<file path="config.mk">
export PLATFORM = sky130hd
export DESIGN_NAME = bits32_mux_arbiter
export DESIGN_NICKNAME = d
export VERILOG_FILES = /design/src/rtl/bits32_mux_arbiter_pkg.sv /design/src/rtl/bits32_mux_arbiter_mux.sv /design/src/rtl/bits32_mux_arbiter.sv
export SDC_FILE = /design/constraint.sdc
export NUM_CORES = 1
export LEC_CHECK = 0
export BUFFER_PORTS_ARGS = -buffer_cell sky130_fd_sc_hd__buf_2
export CORE_MARGIN = 2
export CORE_UTILIZATION = 40
export CTS_CLUSTER_SIZE = 30
export DETAILED_ROUTE_END_ITERATION = 8
export PLACE_DENSITY = 0.76
export SLEW_MARGIN = 30
export SYNTH_ARGS = -nofsm -noshare
export SYNTH_HDL_FRONTEND = slang
export SYNTH_SLANG_ARGS = --single-unit
export TNS_END_PERCENT = 100
</file>
<file path="constraint.sdc">
create_clock -name Clk -period 1.7 [get_ports Clk]
set_input_delay 0.17 -clock Clk [delete_from_list [all_inputs] [get_ports Clk]]
set_output_delay 0.17 -clock Clk [all_outputs]
set_load 0.01 [all_outputs]
</file>
<file path="src/rtl/bits32_mux_arbiter_pkg.sv">
// Shared definitions for the two-requester 32-bit mux arbiter:
// output-register FSM encodings, requester indices and datapath width.
package bits32_mux_arbiter_pkg;

  localparam int DATA_W = 32;

  typedef enum logic {
    ST_EMPTY = 1'b0,
    ST_FULL  = 1'b1
  } state_e;

  localparam logic REQ0 = 1'b0;
  localparam logic REQ1 = 1'b1;

endpackage

</file>
<file path="src/rtl/bits32_mux_arbiter_mux.sv">
// Plain 32-bit 2:1 multiplexer: Output = Select ? Input1 : Input0.
// Purely combinational; no state, no flow control.
module bits32mux2to1 (
  input  logic [31:0] Input0,
  input  logic [31:0] Input1,
  input  logic        Select,
  output logic [31:0] Output
);

  assign Output = Select ? Input1 : Input0;

endmodule

</file>
<file path="src/rtl/bits32_mux_arbiter.sv">
// Round-robin arbiter between two 32-bit requesters into one registered output slot; 1-cycle latency.
// Readys drop whenever the slot is full and the consumer stalls; a draining slot reloads on the same edge.
module bits32_mux_arbiter
  import bits32_mux_arbiter_pkg::*;
#(
  parameter logic FIRST_PRIO = 1'b0
) (
  input  logic              Clk,
  input  logic              Reset,
  input  logic [DATA_W-1:0] In0Data,
  input  logic              In0Valid,
  output logic              In0Ready,
  input  logic [DATA_W-1:0] In1Data,
  input  logic              In1Valid,
  output logic              In1Ready,
  output logic [DATA_W-1:0] Out,
  output logic              OutValid,
  input  logic              OutReady,
  output logic              OutSrc
);

  state_e            state_q, state_d;
  logic              ptr_q, ptr_d;
  logic [DATA_W-1:0] out_q, out_d;
  logic              src_q, src_d;

  logic              can_load;
  logic              gnt0, gnt1, gnt_vld, gnt_idx;
  logic [DATA_W-1:0] mux_dat;

  // Reset gates the grants so no input transfer is reported while it is held.
  always_comb begin
    can_load = (state_q == ST_EMPTY) || OutReady;
    gnt0     = !Reset && can_load && In0Valid && (!In1Valid || (ptr_q == REQ0));
    gnt1     = !Reset && can_load && In1Valid && (!In0Valid || (ptr_q == REQ1));
    gnt_vld  = gnt0 || gnt1;
    gnt_idx  = gnt1 ? REQ1 : REQ0;
  end

  bits32mux2to1 u_mux (
    .Input0 (In0Data),
    .Input1 (In1Data),
    .Select (gnt_idx),
    .Output (mux_dat)
  );

  always_comb begin
    state_d = state_q;
    ptr_d   = ptr_q;
    out_d   = out_q;
    src_d   = src_q;
    case (state_q)
      ST_EMPTY: begin
        if (gnt_vld) state_d = ST_FULL;
      end
      ST_FULL: begin
        if (OutReady && !gnt_vld) state_d = ST_EMPTY;
      end
      default: state_d = ST_EMPTY;
    endcase
    if (gnt_vld) begin
      out_d = mux_dat;
      src_d = gnt_idx;
      ptr_d = ~gnt_idx;
    end
  end

  always_ff @(posedge Clk or posedge Reset) begin
    if (Reset) begin
      state_q <= ST_EMPTY;
      ptr_q   <= FIRST_PRIO;
      out_q   <= '0;
      src_q   <= REQ0;
    end else begin
      state_q <= state_d;
      ptr_q   <= ptr_d;
      out_q   <= out_d;
      src_q   <= src_d;
    end
  end

  assign In0Ready = gnt0;
  assign In1Ready = gnt1;
  assign Out      = out_q;
  assign OutValid = (state_q == ST_FULL);
  assign OutSrc   = src_q;

endmodule

</file>
### After elaboration in Yosys (flattened, before gate mapping)

Cells that the tools add are included.

| storage, ports and cells | value |
|---|---|
| bits in registers | 35 |
| RAM bits | 0 |
| bits of input ports | 69 |
| memories | 0 |
| ROM bits | 0 |
| bits in latches | 0 |
| output and inout bits | 36 |

| operators by class | value |
|---|---|
| reduce and logical (&&, ||, !) cells | 14 |
| bitwise gates (word level) | 3 |
| $lt $le $gt $ge | 0 |
| multipliers | 0 |
| add/sub/neg operators | 0 |
| equal/unequal tests | 0 |
| multiplexer cells | 5 |
| shift operators | 0 |
| divide/modulo/power cells | 0 |

Operators by type and width:

| kind | number |
|---|---|
| 2-to-1 mux 32 bit | 1 |
| logical AND 1 bit | 6 |
| logical NOT 1 bit | 4 |
| logical OR 1 bit | 4 |
| 2-to-1 mux 1 bit | 3 |
| inverter 1 bit | 3 |
| case mux 1 bit (2 select lines) | 1 |

### Logic depth before layout (Yosys ltp)

| logic depth | value |
|---|---|
| word-level depth | 10 |
| depth in mapped cells | 7 |
| mapped depth without buffers | 3 |

### Modules after synthesis

A second synthesis with hierarchy kept.

| second synthesis, totals | value |
|---|---|
| cell total of the unflattened synthesis | 121 |
| area total of the unflattened synthesis | 1,915.6 um2 |

By module, submodules not included:

| module | cells an instance | area an instance (um2) | sequential area each (um2) | instances |
|---|---|---|---|---|
| bits32_mux_arbiter | 85 | 1,371.3 | 875.8 | 1 |
| bits32mux2to1 | 36 | 544.3 | 0.0 | 1 |

### Worst setup path after synthesis

No wires, ideal clock.

| timing path | value |
|---|---|
| kind | input to register |
| start | in Reset |
| end | reg out_q[0] (netlist: Out[0]) |
| required time | 1.615 ns |
| data arrival time | 1.846 ns |
| cell stages on the path | 4 |
| setup time | 0.085 ns |
| path slack | -0.232 ns |
| path through | clkinv_1 > clkbuf_1 > a31oi_1 > a31oi_1 |

| between the ends | value |
|---|---|
| longest elaborated chain between the ends | 6 |
| elaborated cells on any way between the ends | 9 |

RTL lines:

| element | RTL line | RTL |
|---|---|---|
| start: declaration | bits32_mux_arbiter.sv:9 | `input logic Reset,` |
| logical NOT 1 bit (no source line) (*) | -- |  |
| logical AND 1 bit (*) | bits32_mux_arbiter.sv:34, bits32_mux_arbiter.sv:35 |  |
| logical AND 1 bit (2 in series) | bits32_mux_arbiter.sv:35 | `gnt1 = !Reset && can_load && In1Valid && (!In0Valid \|\| (ptr_q == REQ1));` |
| 2-to-1 mux 1 bit | bits32_mux_arbiter.sv:37 | `gnt_idx = gnt1 ? REQ1 : REQ0;` |
| 2-to-1 mux 32 bit | bits32_mux_arbiter_mux.sv:10 | `assign Output = Select ? Input1 : Input0;` |
| end signal: assignment | bits32_mux_arbiter.sv:77 | `out_q <= out_d;` |
| end: declaration | bits32_mux_arbiter.sv:24 | `logic [DATA_W-1:0] out_q, out_d;` |

Mark *: on every way between the ends. The rest lies on a longest branch, timed or not.
A chain may end at the register's enable or synchronous reset.

### Worst setup path after layout

| timing path | value |
|---|---|
| start | reg state_q (netlist: OutValid) |
| end | reg out_q[27] (netlist: Out[27]) |

| between the ends | value |
|---|---|
| longest elaborated chain between the ends | 7 |
| elaborated cells on any way between the ends | 10 |

RTL lines:

| element | RTL line | RTL |
|---|---|---|
| start: declaration | bits32_mux_arbiter.sv:22 | `state_e state_q, state_d;` |
| start signal: assignment | bits32_mux_arbiter.sv:75 | `state_q <= state_d;` |
| inverter 1 bit (*) | bits32_mux_arbiter.sv:33 | `can_load = (state_q == ST_EMPTY) \|\| OutReady;` |
| logical OR 1 bit (*) | bits32_mux_arbiter.sv:33 |  |
| logical AND 1 bit (*) | bits32_mux_arbiter.sv:34, bits32_mux_arbiter.sv:35 |  |
| logical AND 1 bit (2 in series) | bits32_mux_arbiter.sv:35 |  |
| 2-to-1 mux 1 bit | bits32_mux_arbiter.sv:37 |  |
| 2-to-1 mux 32 bit | bits32_mux_arbiter_mux.sv:10 |  |

Marks and branches as above.

==> summary.md <==
| Metric | Value |
|---|---|
| Outcome | `finished clean` |
| Fin crit period | `1.64 ns` |
| CTS buffer count | `5` |
| Post-Route WL | `7.15 mm` |
| HP Start | `In0Data[20]` |
| Vias | `2,554` |
| Number of synthesized flops with an enable pin | `0` |
| Final Cycle Share | `96.6%` |
| Slew at the pin with the worst max-slew slack | `0.623 ns` |
| Adder-cell area share of the yosys netlist | `0%` |
| Worst R2R Path Depth | `5` |
| CTS Sinks | `35` |
| WL/cell | `17.1 microns` |
| Worst Setup Start Kind | `register` |
| Clk root buf | `clkbuf_8` |
| Post-synthesis compound-gate area fraction | `30.7%` |
| Combinational share of power | `35.5%` |
| RSZ-0062 raised after global routing | `false` |
| Clock Tree Buf Depth | `2` |
| Slew HR | `58.3%` |
| Fmax | `0.609 GHz` |
| Ratio of cells with drive above 1 in the final layout | `42.9%` |
| Vias per cell | `6.12` |
| Rows | `27` |
| PwrDens | `886 nW/um^2` |
| Worst vdd ir | `0.318 mV` |
| Critical R2R Launch | `OutValid` |
| Crit path launch | `OutValid` |
| Ys Warns | `0` |
| Xor-xnor portion of the synthesized cell area | `0%` |
| Post-synth cell types | `19` |
| I/O pin count | `105` |
| DR iter-0 viols | `231` |
| Antenna-violating nets left | `0` |
| Final worst slack | `0.0573 ns` |
| Antenna diode count | `0` |
| WHS Path Cells | `3` |
| Initial antenna violation count | `0` |
| Critical path type | `reg -> reg` |
| Detail Placement HPWL | `4.52 mm` |
| Syn avg cell area | `8.94 sq um` |
| Post-synth net total | `322` |
| Overflow after GRT | `0` |
| Post-Synth Simple-Gate Area | `19.0%` |
| DIE AREA | `6270 sq um` |
| Main combinational cell family by area after synthesis | `compound AO/OA/AOI/OAI gates` |
| Height of the die | `79.2 microns` |
| Leak | `1.28 nW` |
| CTS tree | `built` |
| H-tree level count | `2` |
| # port buffers | `104` |
| Net switching power | `0.920 mW` |
| Global-route wire length before repair | `11.7 mm` |
| Drc violations | `0` |
| Tightest Hold Check Type | `in -> reg` |
| CP endpoint kind | `register` |
| Post-synth design cell area | `2260 sq um` |
| Detailed-router iteration count before antenna repair | `4` |
| Cts-stage hold buffer count | `0` |
| Sequential power share | `41.1%` |
| Area contributors post-synth | `dfrtp_1 (39%), a31oi_1 (18%), o41ai_1 (12%)` |
| Max-Cap Viols | `0` |
| GRT Util Overall | `23.3%` |
| Largest net degree at the start of global routing | `34` |
| Arrival @ worst endpoint | `1.85 ns` |
| Pre-CTS setup slack | `0.123 ns` |
| Final RePlAce weighted congestion | `0.788` |
| Insertion delay to the later sink of the worst-skew pair | `0.29 ns` |
| Vias in the first global route | `2,364` |
| Largest fanout on the critical path | `9` |
| Async S/R FF share, synth | `100%` |
| Most numerous cell in the Yosys netlist | `a31oi_1` |
| Post-synthesis mux area share | `0%` |
| Layout area overhead | `32.2%` |
| Cell count after synthesis | `253` |
| Starting Density | `41.3%` |
| Setup violators final | `0` |
| Fin. max-slew vios | `0` |
| Die width | `79.2 microns` |
| Synth top area share | `38.7%` |
| Sequential element share of the synthesized area | `38.7%` |
| Final Hold Viols | `0` |
| Sw Share | `34.7%` |
| Synth area leader | `dfrtp_1` |
| Core ar. | `5470 sq um` |
| Commonest cells post-synth | `a31oi_1 (64), dfrtp_1 (35), nand2_1 (33), or4_1 (33), o41ai_1 (32)` |
| Setup TNS | `0 ns` |
| Ys flop type | `dfrtp_1` |
| WP data required | `1.91 ns` |
| Clk pwr share | `23.3%` |
| Clk pin slew, worst setup/hold paths | `0.07 ns` |
| FF+latch count, synth | `35` |
| Final nets | `414` |
| Clk_skew | `0.00679 ns` |
| Int Pwr | `1.73 mW` |
-- cell usage in the layout (no fill, tap or decap) --
| cell type | Yosys | layout |
|---|---|---|
| buf_2 | 8 | 103 |
| a31oi_1 | 64 | 62 |
| dfrtp_1 | 35 | 35 |
| nand2_1 | 33 | 33 |
| o41ai_1 | 32 | 32 |
| or4_1 | 33 | 28 |
| buf_4 | 0 | 18 |
| clkbuf_8 | 0 | 6 |
| or4_4 | 0 | 5 |
| inv_2 | 1 | 3 |
| buf_6 | 10 | 3 |
| nor2b_4 | 1 | 2 |
| or2_1 | 2 | 2 |
| a31oi_2 | 0 | 2 |
| buf_12 | 0 | 2 |
| nand2b_1 | 1 | 1 |
| and3_4 | 1 | 1 |
| and4_1 | 1 | 1 |
| inv_1 | 2 | 1 |
| o21ai_0 | 1 | 1 |
| a21o_1 | 1 | 1 |
| clkinv_2 | 0 | 1 |
| nor2b_2 | 0 | 1 |
| clkbuf_16 | 0 | 1 |
-- through the flow --
| step | total power, mW | hold WS (ns) | util, % | instance area, sq um | instances |
|---|---|---|---|---|---|
| floorplan | 1.64 | 0.318 | - | 2260 | 253 |
| global placement | 1.96 | 0.429 | 50.9 | 2790 | 403 |
| detailed placement | 1.98 | 0.435 | 50.9 | 2790 | 403 |
| CTS | 2.63 | 0.123 | 53.3 | 2920 | 415 |
| global route | 2.81 | 0.124 | 54.6 | 2990 | 417 |
| finish | 2.65 | 0.130 | 54.6 | 2990 | 417 |
-- per-layer routing --
| metal | vias up | wire, microns | track usage (%) |
|---|---|---|---|
| li1 | 1209 | - | - |
| met1 | 1198 | 3060 | 32.2 |
| met2 | 136 | 3400 | 36.5 |
| met3 | 11 | 587 | 4.77 |
| met4 | 0 | 99 | 7.59 |
| met5 | - | 0 | 0 |
-- worst max-delay path, stage by stage (launching register included) --
cell	delay [ns]
dfrtp_1	0.42
nor2b_4	0.15
buf_6	0.14
buf_4	0.16
or4_4	0.52
a31oi_2	0.17
-- sequential cells by signal, summed over array words and instances, names as in the netlist --
register / count
OutSrc: 1
Out: 32
OutValid: 1
ptr_q: 1
-- path summary, 6_finish.rpt --
kind	slack (ns)	endpoint
max in group asynchronous	1.27	Out[2]
min reg2reg	0.54	Out[10]
max reg2reg	0.06	Out[27]
min	0.13	Out[20]
max	0.06	Out[27]
min in group asynchronous	0.16	Out[24]
-- power by group through the flow --
stage / logic (mW) / registers [mW] / clock network (mW)
final: 0.942 / 1.09 / 0.618
after global routing: 1.04 / 1.11 / 0.667
after CTS: 0.905 / 1.09 / 0.632
after detailed placement: 0.875 / 1.10 / 0
after global placement: 0.859 / 1.10 / 0
after floorplan: 0.473 / 1.17 / 0
-- logic make-up after synthesis --
logic type | after synthesis
AOI/OAI and AO/OA | 98
buffers and inverters | 47
DFF | 35
and+or+nand+nor | 73
-- what timing repair did --
action,CTS,global route
buffers inserted,4,2
gates cloned,1,1
setup endpoints to repair,1,18
pin swaps,0,7
endpoints found under the hold margin,0,0
gates resized for setup,3,9
-- final cells by class --
class                      instances  area [sq um]
fill                             554          2480
multi-input combinational        172          1170
sequential                        35           876
timing repair buffer             127           749
tap                               72          90.1
clock buffer                       6          82.6
inverter                           4          15.0
clock inverter                     1          5.00
Power figures use the tool's default switching activity.
